File: config.mk
export PLATFORM = sky130hd
export DESIGN_NAME = tdc_raw_emulator
export DESIGN_NICKNAME = d
export VERILOG_FILES = /design/src/rtl/tdc_raw_emulator.sv
export SDC_FILE = /design/constraint.sdc
export NUM_CORES = 1
export LEC_CHECK = 0
export ABC_AREA = 1
export CAP_MARGIN = 25
export CORE_ASPECT_RATIO = 0.5
export CORE_UTILIZATION = 35
export CTS_BUF_LIST = sky130_fd_sc_hd__clkbuf_2
export DETAILED_ROUTE_END_ITERATION = 6
export GPL_ROUTABILITY_DRIVEN = 0
export HOLD_SLACK_MARGIN = 0.1
export PLACE_DENSITY = 0.51
export SLEW_MARGIN = 25
export SYNTH_ARGS = -nofsm -noshare
export SYNTH_HDL_FRONTEND = slang
export SYNTH_SLANG_ARGS = --single-unit
File: constraint.sdc
create_clock -name clk40M -period 4.2 [get_ports clk40M]
set_clock_uncertainty 0.15 [all_clocks]
set_input_delay 0.63 -clock clk40M [delete_from_list [all_inputs] [get_ports clk40M]]
set_output_delay 0.63 -clock clk40M [all_outputs]
set_load 0.02 [all_outputs]
File: src/rtl/tdc_raw_emulator.sv
// tdc_raw_emulator
// Inverse of the TDC encoder. It turns 12-bit TDC binary codes
// (code = coarse*FINE_STEPS + f) back into raw front-end words: a
// thermometer fine code plus the two coarse ripple counters A and B.
// Codes are buffered in a small FIFO. A subtract FSM (IDLE/DIV/OUT)
// performs one subtraction of FINE_STEPS per cycle to recover the
// coarse count. Raw words leave on a valid/ready handshake.
//
// Parameters:
//   FIFO_DEPTH    input FIFO entries (power of 2, default 4)
//   FINE_STEPS    fine phases per coarse count (2x fine code width, default 110)
// Ports:
//   clk40M        clock, rising edge
//   rst_n         asynchronous active-low reset
//   code_in       12-bit TDC code, qualified by code_valid
//   code_ready    registered FIFO-not-full flag
//   fine_raw_code thermometer fine code (FINE_STEPS/2 bits)
//   counterA/B    coarse counters
//   raw_valid     raw word valid; the sink accepts it with raw_ready
//   code_err      one-cycle pulse for each invalid code that is dropped
//   err_cnt       saturating invalid-code count; the port exists only
//                 when TDC_EMU_ERRCNT_EN is defined
module tdc_raw_emulator #(
  parameter int FIFO_DEPTH = 4,
  parameter int FINE_STEPS = 110
) (
  input  logic                      clk40M,
  input  logic                      rst_n,
  input  logic [11:0]               code_in,
  input  logic                      code_valid,
  output logic                      code_ready,
  output logic [FINE_STEPS/2-1:0]   fine_raw_code,
  output logic [4:0]                counterA,
  output logic [4:0]                counterB,
  output logic                      raw_valid,
  input  logic                      raw_ready,
  output logic                      code_err
`ifdef TDC_EMU_ERRCNT_EN
  ,
  output logic [7:0]                err_cnt
`endif
);

  localparam int AW     = $clog2(FIFO_DEPTH);
  localparam int CW     = AW + 1;
  localparam int FINE_W = FINE_STEPS / 2;
  localparam logic [11:0] STEP       = 12'(FINE_STEPS);
  localparam logic [11:0] HALF       = 12'(FINE_W);
  localparam logic [11:0] CODE_LIMIT = 12'(32 * FINE_STEPS);
  localparam logic [CW-1:0] CNT_FULL = CW'(FIFO_DEPTH);

  typedef enum logic [1:0] {
    S_IDLE = 2'd0,
    S_DIV  = 2'd1,
    S_OUT  = 2'd2
  } state_t;

  // Thermometer fine code. The first half of the phases fills ones from
  // bit 0 upward. The second half clears bits from bit 0 upward, so f == HALF is all ones.
  function automatic logic [FINE_W-1:0] fine_therm(input logic [11:0] f);
    logic [FINE_W-1:0] t;
    t = '0;
    for (int i = 0; i < FINE_W; i++) begin
      if (f < HALF) begin
        t[i] = (12'(i) < f);
      end else begin
        t[i] = (12'(i) >= (f - HALF));
      end
    end
    return t;
  endfunction

  // FIFO storage and pointers
  logic [11:0]    mem_q [FIFO_DEPTH];
  logic [AW-1:0]  wr_ptr_q, rd_ptr_q;
  logic [CW-1:0]  count_q, count_d;
  logic           code_ready_q;
  logic           push_s, pop_s, empty_s;
  logic [11:0]    head_s;

  // FSM and output registers
  state_t              state_q, state_d;
  logic [11:0]         rem_q, rem_d;
  logic [4:0]          coarse_q, coarse_d;
  logic [FINE_W-1:0]   fine_q, fine_d;
  logic [4:0]          cnta_q, cnta_d;
  logic [4:0]          cntb_q, cntb_d;
  logic                raw_valid_q, raw_valid_d;
  logic                code_err_q, code_err_d;

  // code_ready_q always matches the current count, so a push can never overflow the FIFO.
  assign push_s  = code_valid && code_ready_q;
  assign empty_s = (count_q == '0);
  assign head_s  = mem_q[rd_ptr_q];

  // FIFO occupancy next state
  always_comb begin
    count_d = count_q;
    case ({push_s, pop_s})
      2'b10:   count_d = count_q + CW'(1);
      2'b01:   count_d = count_q - CW'(1);
      default: count_d = count_q;
    endcase
  end

  // FIFO registers; code_ready is the registered !full of the next count
  always_ff @(posedge clk40M or negedge rst_n) begin
    if (!rst_n) begin
      for (int i = 0; i < FIFO_DEPTH; i++) begin
        mem_q[i] <= 12'd0;
      end
      wr_ptr_q     <= '0;
      rd_ptr_q     <= '0;
      count_q      <= '0;
      code_ready_q <= 1'b0;
    end else begin
      if (push_s) begin
        mem_q[wr_ptr_q] <= code_in;
        wr_ptr_q        <= wr_ptr_q + AW'(1);
      end
      if (pop_s) begin
        rd_ptr_q <= rd_ptr_q + AW'(1);
      end
      count_q      <= count_d;
      code_ready_q <= (count_d != CNT_FULL);
    end
  end

  // Decode FSM next-state and output next-state
  always_comb begin
    state_d     = state_q;
    rem_d       = rem_q;
    coarse_d    = coarse_q;
    fine_d      = fine_q;
    cnta_d      = cnta_q;
    cntb_d      = cntb_q;
    raw_valid_d = raw_valid_q;
    code_err_d  = 1'b0;
    pop_s       = 1'b0;
    case (state_q)
      S_IDLE: begin
        if (!empty_s) begin
          pop_s = 1'b1;
          if (head_s >= CODE_LIMIT) begin
            code_err_d = 1'b1;
          end else begin
            rem_d    = head_s;
            coarse_d = 5'd0;
            state_d  = S_DIV;
          end
        end else begin
          state_d = S_IDLE;
        end
      end
      S_DIV: begin
        if (rem_q >= STEP) begin
          rem_d    = rem_q - STEP;
          coarse_d = coarse_q + 5'd1;
        end else begin
          fine_d      = fine_therm(rem_q);
          cnta_d      = coarse_q;
          // Counter B lags counter A by one in the first half of the fine phases.
          cntb_d      = (rem_q < HALF) ? (coarse_q - 5'd1) : coarse_q;
          raw_valid_d = 1'b1;
          state_d     = S_OUT;
        end
      end
      S_OUT: begin
        if (raw_ready) begin
          raw_valid_d = 1'b0;
          state_d     = S_IDLE;
        end else begin
          state_d = S_OUT;
        end
      end
      default: begin
        raw_valid_d = 1'b0;
        state_d     = S_IDLE;
      end
    endcase
  end

  // FSM state, work registers and registered raw outputs
  always_ff @(posedge clk40M or negedge rst_n) begin
    if (!rst_n) begin
      state_q     <= S_IDLE;
      rem_q       <= 12'd0;
      coarse_q    <= 5'd0;
      fine_q      <= '0;
      cnta_q      <= 5'd0;
      cntb_q      <= 5'd0;
      raw_valid_q <= 1'b0;
      code_err_q  <= 1'b0;
    end else begin
      state_q     <= state_d;
      rem_q       <= rem_d;
      coarse_q    <= coarse_d;
      fine_q      <= fine_d;
      cnta_q      <= cnta_d;
      cntb_q      <= cntb_d;
      raw_valid_q <= raw_valid_d;
      code_err_q  <= code_err_d;
    end
  end

  assign code_ready    = code_ready_q;
  assign fine_raw_code = fine_q;
  assign counterA      = cnta_q;
  assign counterB      = cntb_q;
  assign raw_valid     = raw_valid_q;
  assign code_err      = code_err_q;

`ifdef TDC_EMU_ERRCNT_EN
  logic [7:0] err_cnt_q, err_cnt_d;

  // Saturating invalid-code counter, updated on the same edge as the code_err pulse
  always_comb begin
    if (code_err_d && (err_cnt_q != 8'hFF)) begin
      err_cnt_d = err_cnt_q + 8'd1;
    end else begin
      err_cnt_d = err_cnt_q;
    end
  end

  // Error counter register, cleared only by reset
  always_ff @(posedge clk40M or negedge rst_n) begin
    if (!rst_n) begin
      err_cnt_q <= 8'd0;
    end else begin
      err_cnt_q <= err_cnt_d;
    end
  end

  assign err_cnt = err_cnt_q;
`endif

endmodule
After elaboration in Yosys (flattened, before gate mapping)
Index checks and enable logic that the tools add are counted.
{"block": "totals", "wordCells": 248, "out_inout_bits": 68, "regBits": 142}
{"block": "classes", "n_eq_ne": 11, "n_lt_le_gt_ge": 116, "n_mux": 84, "n_bitwise": 4, "n_addsub": 8, "n_reduce_logical": 9}
{"cell": "$ge 6x12->1 const A", "n": 23}
{"cell": "$lt 6x12->1 const A", "n": 23}
{"cell": "$ge 5x12->1 const A", "n": 16}
{"cell": "$lt 5x12->1 const A", "n": 16}
{"cell": "$ge 4x12->1 const A", "n": 8}
{"cell": "$lt 4x12->1 const A", "n": 8}
{"cell": "$mux 12", "n": 6}
{"cell": "$mux 1", "n": 62}
{"cell": "$bwmux 48", "n": 1}
{"cell": "$ge 3x12->1 const A", "n": 4}
{"cell": "$lt 3x12->1 const A", "n": 4}
{"cell": "$bmux 12 s2", "n": 1}
{"cell": "$demux 12 s2", "n": 1}
{"cell": "$ge 1x12->1 const A", "n": 2}
{"cell": "$ge 2x12->1 const A", "n": 2}
{"cell": "$lt 1x12->1 const A", "n": 2}
{"cell": "$lt 2x12->1 const A", "n": 2}
{"cell": "$pmux 12 s2", "n": 1}
{"cell": "$mux 5", "n": 4}
{"cell": "$ge 12x12->1 const B", "n": 1}
{"cell": "$ge 12x7->1 const B", "n": 1}
{"cell": "$lt 12x6->1 const B", "n": 1}
{"cell": "$sub 12x6->12 const B", "n": 1}
{"cell": "$sub 12x7->12 const B", "n": 1}
{"cell": "other kinds (25)", "n": 41}

Depth between registers and ports, before layout
Gate-level depths: netlist of the first run.
{"block": "logic_depth", "depth_word": 8, "ltp_mapped": 15, "depth_no_buf": 14}

Worst setup path before layout of the first run
OpenSTA, ideal clock, no wires.
{"block": "synth_path", "kind": "register to register", "start": "reg rem_q[0]", "end": "reg fine_q[20] (netlist: fine_raw_code[20])", "stages_incl_launch_ff": 11, "setup_slack_ps": 2140, "t_arrival_ps": 1832, "required_time_ps": 3972, "path_buffers": 1, "setup_time_ps": 78, "period_less_slack_ps": 2060, "path_cell_list": "dfrtp_1 > ha_1 > nand2_2 > nand2_2 > nand2_4 > xor2_2 > nand3_4 > nor2_4 > nand3_2 > buf_6 > o21bai_1"}
{"block": "synth_via", "elab_chain_len": 3, "word_cells_on_any_way": 8, "cone_classes": "add/sub (1); order compare (4); mux (1); bitwise (1); reduce/logical (1)"}
{"item": "from (decl)", "line": "83", "rtl": "logic [11:0] rem_q, rem_d;"}
{"item": "from (signal assigned)", "line": "196", "rtl": "rem_q <= rem_d;"}
{"item": "$sub 12x6->12 or $ge 12x7->1 (tied branches)", "line": "67, 156"}
{"item": "$ge 5x12->1 or $not 1->1 (tied branches)"}
{"item": "$mux 1 or $reduce_and 2->1 (tied branches)"}
{"item": "to (signal assigned)", "line": "198", "rtl": "fine_q <= fine_d;"}
{"item": "to (decl)", "line": "85", "rtl": "logic [FINE_W-1:0] fine_q, fine_d;"}
Parallel ways exist; a longest one is shown, timed or not.
A chain may end at the register's enable or synchronous reset.

Worst setup path after layout of the first run
{"block": "layout_path", "start": "reg rem_q[0]", "end": "reg fine_q[3] (netlist: fine_raw_code[3])"}
{"block": "layout_via", "elab_chain_len": 3, "word_cells_on_any_way": 8, "cone_classes": "add/sub (1); order compare (4); mux (1); bitwise (1); reduce/logical (1)"}
{"item": "$sub 12x6->12 or $ge 12x7->1 (tied branches)", "line": "67, 156"}
{"item": "$ge 2x12->1 or $not 1->1 (tied branches)"}
{"item": "$mux 1 or $reduce_and 2->1 (tied branches)"}
Parallel ways exist; a longest one is shown, timed or not.

==> impl_metrics.ini, run 1 <==
[logic_synthesis]
synth_cell_types = 48
ys_seq_area_share_pct = 45.0
synthCells = 1018
synth-seq-cells = 142
syn_area_um2 = 7890
synth_nets = 1048
synth_flop_cell = dfrtp_1
synth_edf_count = 0
yosysWarnings = 0
synth.avg_cell_area_um2 = 7.75
async_reset_ff_share_pct = 100

[grt]
grt_pass1_wl_um = 37200
grt_pass1_vias = 6840
grt_max_degree = 82
grtUsageTotal_pct = 20.6
grt_overflow_total = 0
antenna_found_initial = 0

[worst_setup_path]
arrival_ns = 3.60
worstSetupPathType = reg2reg
reg2reg_to = fine_raw_code[3]
start_kind = flip-flop
crit_fanout = 22
r2r_cells = 12
reg2reg_slack_ns = 1.11
required_ns = 4.71
timing.rr.start = rem_q[0]
end_kind = flip-flop

[sta]
hold_violations = 0
max_slew.worst_pin.slew_ns = 0.944
rsz0062_at_grt = false
setup_viol = 0
min_period_over_period_pct = 73.5
period_needed_ns = 3.09
fmax_mhz = 324
slew_viol_final = 0
fin_setup_tns_ns = 0
slew_headroom_pct = 36.4
finalWorstSetupSlack_ns = 1.11

[cells_and_area]
multi_input_area_um2 = 3680
area_growth_pct = 15.5
antennaDiodeCount = 0
final_layout_size_suffix_gt1_share_pct = 8.64
finalNonFillerCells = 1388
num-nets-final = 1105
n_fill_cell = 2311
regArea_um2 = 3550

[flow_run]
cap_violations = 0

[floorplan]
die_h_um = 108
start_util_pct = 36.1
num_rows = 38
die_area_um2 = 23200
core_um2 = 21900
die_x_um = 214
io_pins = 84

[placed_design]
pre_cts_slack_ns = 1.19
dp_hpwl_um = 16600
place_inst = 1355
io_buffers = 83

[clocking]
numCtsBuffers = 17
root_buffer = clkbuf_2
tritoncts = done
cts-htree-levels = 4
clk_latency_ns = 0.74
post_cts_buffers = 0
clockBufferDepth = 2
cts_resized = 0
clk_pin_slew_ns = 0.23
cts.sinks = 142

[power_and_ir_drop]
ir_drop_uv = 235
power_density_nw_per_um2 = 837
finalPower_w = 0.00763
power.leakage_nw = 4.35

[routing]
avgRoutedWirePerCell_um = 16.7
vias = 7105
drt_wl_total_um = 23200
vias_per_cell = 5.12
drt-initial-drc-count = 698
drtPass1Iterations = 6
drc_errors = 0
detail-route-antenna-nets = 0

[worst_hold_path]
hold_class = in2async

[status]
status = finished, final reports clean
==> report_power, final <==
part,leakage [nW],switching (W),internal (W)
Sequential,1.81,0.000507,0.00197
Clock,0.163,0.000546,0.000399
Combinational,2.38,0.00276,0.00145
==> worst max path at each step <==
stage	from	to
floorplan	rem_q[0]	fine_raw_code[20]
global placement	rem_q[0]	fine_raw_code[4]
detailed placement	rem_q[0]	fine_raw_code[3]
CTS	rem_q[0]	fine_raw_code[3]
global route	rem_q[0]	fine_raw_code[11]
finish	rem_q[0]	fine_raw_code[3]
==> per-layer routing <==
| metal | vias to the layer above | track usage [%] | routed length [µm] |
|---|---|---|---|
| met5 | - | 0 | 0 |
| met3 | 32 | 4.78 | 1380 |
| met2 | 220 | 34.0 | 10600 |
| met4 | 0 | 5.10 | 260 |
| li1 | 3447 | - | - |
| met1 | 3406 | 27.4 | 11000 |
==> metrics by stage <==
step	utilization (%)	hold WS [ns]	area [µm²]
after floorplan	-	0.184	7890
after global placement	40.4	0.310	8830
after detailed placement	40.4	0.317	8830
after CTS	41.7	0.282	9120
after global routing	41.7	0.295	9120
final	41.7	0.326	9120
==> what timing repair did <==
| item | CTS | global route |
|---|---|---|
| hold buffers | 1 | 0 |
| hold endpoints to repair | 80 | 0 |
| setup endpoints to repair | 0 | 0 |
==> cell usage after synthesis (12+ instances only) <==
master      n  share of area, %
o21ai_1    19               1.2
a21oi_1    34               2.2
dfrtp_1   142                45
o21ai_0   128               8.1
clkbuf_1   16              0.76
nand3_1    79               5.0
nand2_2    12              0.95
nand2_1   266                13
ha_1       13               2.1
nor2_1     88               4.2
buf_2      16               1.0
inv_1      76               3.6
==> cell usage in the layout, fill, tap and decap left out, types with 9 or more instances in the layout <==
cell,Yosys,final
nand2_1,266,266
dfrtp_1,142,142
o21ai_0,128,128
nor2_1,88,88
clkdlybuf4s50_1,0,82
nand3_1,79,79
inv_1,76,76
a21oi_1,34,34
o21ai_1,19,19
clkbuf_2,0,19
ha_1,13,13
nand2_2,12,12
inv_2,11,11
nor2_4,10,10
a31oi_1,10,10
nand4_1,9,9
==> worst max-delay path, stage by stage (launching register included) <==
cell and delay, ns:
dfrtp_1 0.53, ha_1 0.34, nand2_2 0.12, nand2_2 0.10
nand2_4 0.11, nand2_1 0.10, nor2_4 0.48, inv_2 0.21
nor2_4 0.37, nor2_4 0.08, inv_1 0.19, nor2_1 0.07
a21oi_1 0.17
==> logic make-up (layout without fill, tap and decap cells) <==
kind of cell	after synthesis	count (layout)	synth area share, %
xor gates and xnor gates	10	10	1.20
DFF	142	142	45.0
buffers and inverters	140	210	8.37
AOI/OAI and AO/OA	214	214	14.6
and+or+nand+nor	498	498	28.5
adders and majority gates	14	14	2.31
==> sequential cells by signal (all words and copies together) (netlist names) <==
signal / count
coarse_q: 5
code_err: 1
code_ready: 1
count_q: 3
counterA: 5
counterB: 5
fine_raw_code: 55
mem_q: 48
raw_valid: 1
rd_ptr_q: 2
rem_q: 12
state_q: 2
wr_ptr_q: 2
==> cell type report <==
cell class / instances / share of cell area, %
clock buffer: 19 / 1.04
clock inverter: 13 / 2.06
inverter: 91 / 3.86
multi-input combinational: 736 / 40.3
sequential: 142 / 39.0
tap: 300 / 4.12
timing repair buffer: 87 / 9.62
(Power assumes the default switching activity.)
==> run 2: changes to the inputs <==
Clock period 4.2 ns to 2.9 ns, I/O delays scaled along.
==> impl_metrics.ini, run 2 (synthesis results as in run 1) <==
[sta]
fmax_mhz = 374
min_period_over_period_pct = 92.2
rsz0062_at_grt = false
period_needed_ns = 2.67
setup_viol = 0
fin_setup_tns_ns = 0
slew_viol_final = 0
max_slew.worst_pin.slew_ns = 0.771
slew_headroom_pct = 48.5
finalWorstSetupSlack_ns = 0.227
whs_ns = 0.156
hold_violations = 0

[routing]
vias_per_cell = 5.08
vias = 7190
drc_errors = 0
detail-route-antenna-nets = 0
drt-initial-drc-count = 617
drt_wl_total_um = 23600
drtPass1Iterations = 5
avgRoutedWirePerCell_um = 16.7

[floorplan]
die_x_um = 214
io_pins = 84
die_h_um = 108
core_um2 = 21900
num_rows = 38
die_area_um2 = 23200
start_util_pct = 36.1

[cells_and_area]
final_layout_size_suffix_gt1_share_pct = 10.1
largest_reg_flops = 55
area_growth_pct = 18.2
final_common_cell = nand2_1
post-route-util_pct = 42.7
regArea_um2 = 3550
n_fill_cell = 2309
final_cell_mix = 266 x nand2_1, 142 x dfrtp_1, 128 x o21ai_0
post-route-cell-area_um2 = 9330
multi_input_area_um2 = 3690
antennaDiodeCount = 0
num-nets-final = 1132

[worst_setup_path]
path_cells = ha_1, nand2_2, nand2_2, nand2_4, nand2_1, nand2_1, nand2_1, nand3_2, nor2_8, nand3_2, o21bai_1
max_stage_delay_ns = 0.53
cpMostUsedCell = nand2_1
required_ns = 3.41
crit_slowest_cell = dfrtp_1
r2r_cells = 11
start_kind = flip-flop
arrival_ns = 3.19
worstSetupPathType = reg2reg
crit_fanout = 16
end_kind = flip-flop

[worst_hold_path]
hold_class = in2reg
whs_path_depth = 3

[grt]
grt_max_degree = 57
grtUsageTotal_pct = 20.5
antenna_found_initial = 0
grt_pass1_wl_um = 36900
grt_overflow_total = 0
grt_pass1_vias = 6714

[power_and_ir_drop]
seq_power_share_pct = 31.5
clock_power_share_pct = 11.0
ir_drop_uv = 326
power.leakage_nw = 4.46
power_density_nw_per_um2 = 1190
sw_frac_of_total_pct = 50.6
combPwrFrac_pct = 57.5
p_int_w = 0.00549
switching_power_w = 0.00562

[clocking]
clk_latency_ns = 0.74
clk_pin_slew_ns = 0.23
cts-htree-levels = 4
cts.sinks = 142
cts_resized = 0
numCtsBuffers = 17
root_buffer = clkbuf_2
clockBufferDepth = 2
tritoncts = done

[placed_design]
postPlaceCellArea_um2 = 8950
dp_hpwl_um = 17000
io_buffers = 83
pre_cts_slack_ns = 0.226

[flow_run]
cap_violations = 0

[status]
status = finished, final reports clean
[run 2: path summary, 6_finish.rpt]
check,start,end,slack [ns]
max in group asynchronous,rst_n,counterB[0],1.67
hold reg to reg,fine_raw_code[13],fine_raw_code[13],0.36
setup / recovery,rem_q[0],fine_raw_code[20],0.23
min in group asynchronous,rst_n,rem_q[8],0.63
hold / removal,code_in[10],mem_q[22],0.16
setup reg to reg,rem_q[0],fine_raw_code[20],0.23
[run 2: routing by layer]
layer / track usage, % / part of all wire, %
met4: 6.12 / 2.3
met5: 0 / 0
met1: 28.6 / 48
met3: 3.94 / 5.0
met2: 32.4 / 45
[run 2: area by class of cell]
cell class / instances / share of cell area [%]
multi-input cells: 737 / 39.5
flip-flops and latches: 142 / 38.1
repair buffers: 113 / 11.9
well taps: 300 / 4.02
inverters: 91 / 3.77
clock inverters: 14 / 1.70
clock buffers: 18 / 0.965
[run 2: power groups by stage]
stage | logic (W) | clock network, W | registers, W
final | 0.00638 | 0.00122 | 0.00350
after global routing | 0.00705 | 0.00135 | 0.00363
after CTS | 0.00632 | 0.00127 | 0.00351
after detailed placement | 0.00629 | 0 | 0.00356
after global placement | 0.00626 | 0 | 0.00354
after floorplan | 0.00389 | 0 | 0.00382
[run 2: worst max-delay path, delay by kind of cell (launching register included)]
kind,cells,cell delay (ns)
and+or+nand+nor,9,1.37
AOI/OAI and AO/OA,1,0.23
DFF,1,0.53
adders and majority gates,1,0.31
[run 2: stage by stage]
stage,cells,total power (W)
4_1_cts,1414,0.0111
3_3_place_gp,1372,0.00980
5_1_grt,1415,0.0120
3_5_place_dp,1372,0.00984
2_1_floorplan,1018,0.00771
6_report,1415,0.0111
[run 2: what timing repair did]
action | in CTS | in global routing
setup endpoints to repair | 0 | 7
setup buffers | 0 | 0
hold buffers | 10 | 0
endpoints found under the hold margin | 160 | 0
==> run 3: changes to the inputs <==
Settings changed: ABC_CLOCK_PERIOD_IN_PS set to 2900, REMOVE_ABC_BUFFERS set to 1.
==> impl_metrics.ini, run 3 (synthesis results as in run 1) <==
[status]
status = finished, violations left
violations = DRC

[sta]
slew_headroom_pct = 42.6
period_needed_ns = 2.67
rsz0062_at_grt = false
finalWorstSetupSlack_ns = 0.230
min_period_over_period_pct = 92.1
slew_viol_final = 0
setup_viol = 0
hold_violations = 0
max_slew.worst_pin.slew_ns = 0.860
fmax_mhz = 374

[floorplan]
die_h_um = 108
io_pins = 84
core_um2 = 21900
start_util_pct = 36.1
die_area_um2 = 23200
die_x_um = 214
num_rows = 38

[worst_setup_path]
crit_family = simple AND/OR/NAND/NOR gates
worstSetupPathDepth = 13
crit_slowest_cell = dfrtp_1
timing.rr.start = rem_q[0]
crit_path_start = rem_q[0]
crit_fanout = 24
end_kind = flip-flop
timing.critical_path.buf_inv = 2
worstSetupPathType = reg2reg
arrival_ns = 3.25
path_cells = ha_1, nand2_2, nand2_2, nand2_4, nand2_1, nand2_1, nand2_1, inv_1, nand2_2, nor2_8, buf_4, nand3_1, a21oi_1
r2r_cells = 13
start_kind = flip-flop
required_ns = 3.48
max_stage_delay_ns = 0.52

[placed_design]
dp_hpwl_um = 16200
pre_cts_slack_ns = 0.248
io_buffers = 83

[clocking]
clockBufferDepth = 2
tritoncts = done
clk_latency_ns = 0.79
cts.sinks = 142
numCtsBuffers = 17
cts-htree-levels = 4
clk_pin_slew_ns = 0.23
root_buffer = clkbuf_2
post_cts_buffers = 0

[flow_run]
cap_violations = 0

[routing]
vias = 7152
drt-initial-drc-count = 594
maxUsedRoutingLayer = met4
detail-route-antenna-nets = 0
drtPass1Iterations = 7
vias_per_cell = 5.04
drt_wl_total_um = 23100
met3WireLength_um = 1170
wl_met1_um = 11400
dr_wl_met2_um = 10000
drc_errors = 1
avgRoutedWirePerCell_um = 16.3

[worst_hold_path]
hold_class = in2reg
hp-start = code_in[11]
whs_path_depth = 3

[cells_and_area]
num-nets-final = 1135
area_growth_pct = 18.6
largest_reg_flops = 55
post-route-util_pct = 42.8
final_common_cell = nand2_1
final_cell_mix = 266 x nand2_1, 142 x dfrtp_1, 127 x o21ai_0
final_layout_size_suffix_gt1_share_pct = 9.94
n_fill_cell = 2341

[grt]
antenna_found_initial = 1
grt_pass1_wl_um = 37700
grtUsageTotal_pct = 20.8
grt_overflow_total = 0
grt_max_degree = 65
grt_pass1_vias = 6957

[power_and_ir_drop]
ir_drop_uv = 329
power_density_nw_per_um2 = 1180
power.leakage_nw = 4.47
-- run 3: per-layer routing --
metal,GRT usage [%],up-vias
li1,-,3506
met1,29.3,3432
met2,31.9,180
met3,4.73,34
met4,6.38,0
met5,0,-
-- run 3: worst paths after layout --
kind / to / slack, ns
worst max-delay path: fine_raw_code[3] / 0.23
worst min-delay path: mem_q[47] / 0.14
worst max register to register: fine_raw_code[3] / 0.23
worst min register to register: fine_raw_code[23] / 0.36
max in group asynchronous: mem_q[21] / 1.69
min in group asynchronous: counterA[0] / 0.56
-- run 3: final cells by class --
type | count | area [µm²] | area share, %
inverters | 91 | 352 | 3.76
well taps | 300 | 375 | 4.01
clock inverters | 14 | 143 | 1.52
multi-input cells | 736 | 3690 | 39.4
clock buffers | 17 | 85.1 | 0.909
diodes | 1 | 2.50 | 0.0267
repair buffers | 117 | 1160 | 12.4
flip-flops and latches | 142 | 3550 | 38.0
-- run 3: repair_timing --
action	in CTS	in global routing
hold endpoints to repair	181	0
setup endpoints to repair	0	4
hold buffers	13	0
gates resized for setup	0	2
-- run 3: worst reg2reg max path, cell delays in order, from the launching register on --
cell and delay, ns:
dfrtp_1 0.52, ha_1 0.31, nand2_2 0.12, nand2_2 0.10
nand2_4 0.12, nand2_1 0.11, nand2_1 0.09, nand2_1 0.05
inv_1 0.06, nand2_2 0.08, nor2_8 0.37, buf_4 0.25
nand3_1 0.10, a21oi_1 0.19
-- run 3: metrics by stage --
stage | cell area (µm²) | hold WS, ns | cells | power, W | setup TNS (ns)
final | 9360 | 0.142 | 1418 | 0.0110 | 0
after global routing | 9360 | 0.100 | 1418 | 0.0120 | 0
after CTS | 9350 | 0.100 | 1417 | 0.0111 | 0
after detailed placement | 8970 | 0.316 | 1373 | 0.00985 | 0
after global placement | 8970 | 0.311 | 1373 | 0.00980 | 0
after floorplan | 7580 | -0.0106 | 969 | 0.00740 | -17.54
-- run 3: power by group --
group	internal, W	switching, W
registers	0.00285	0.000655
clock network	0.000389	0.000793
logic	0.00224	0.00411
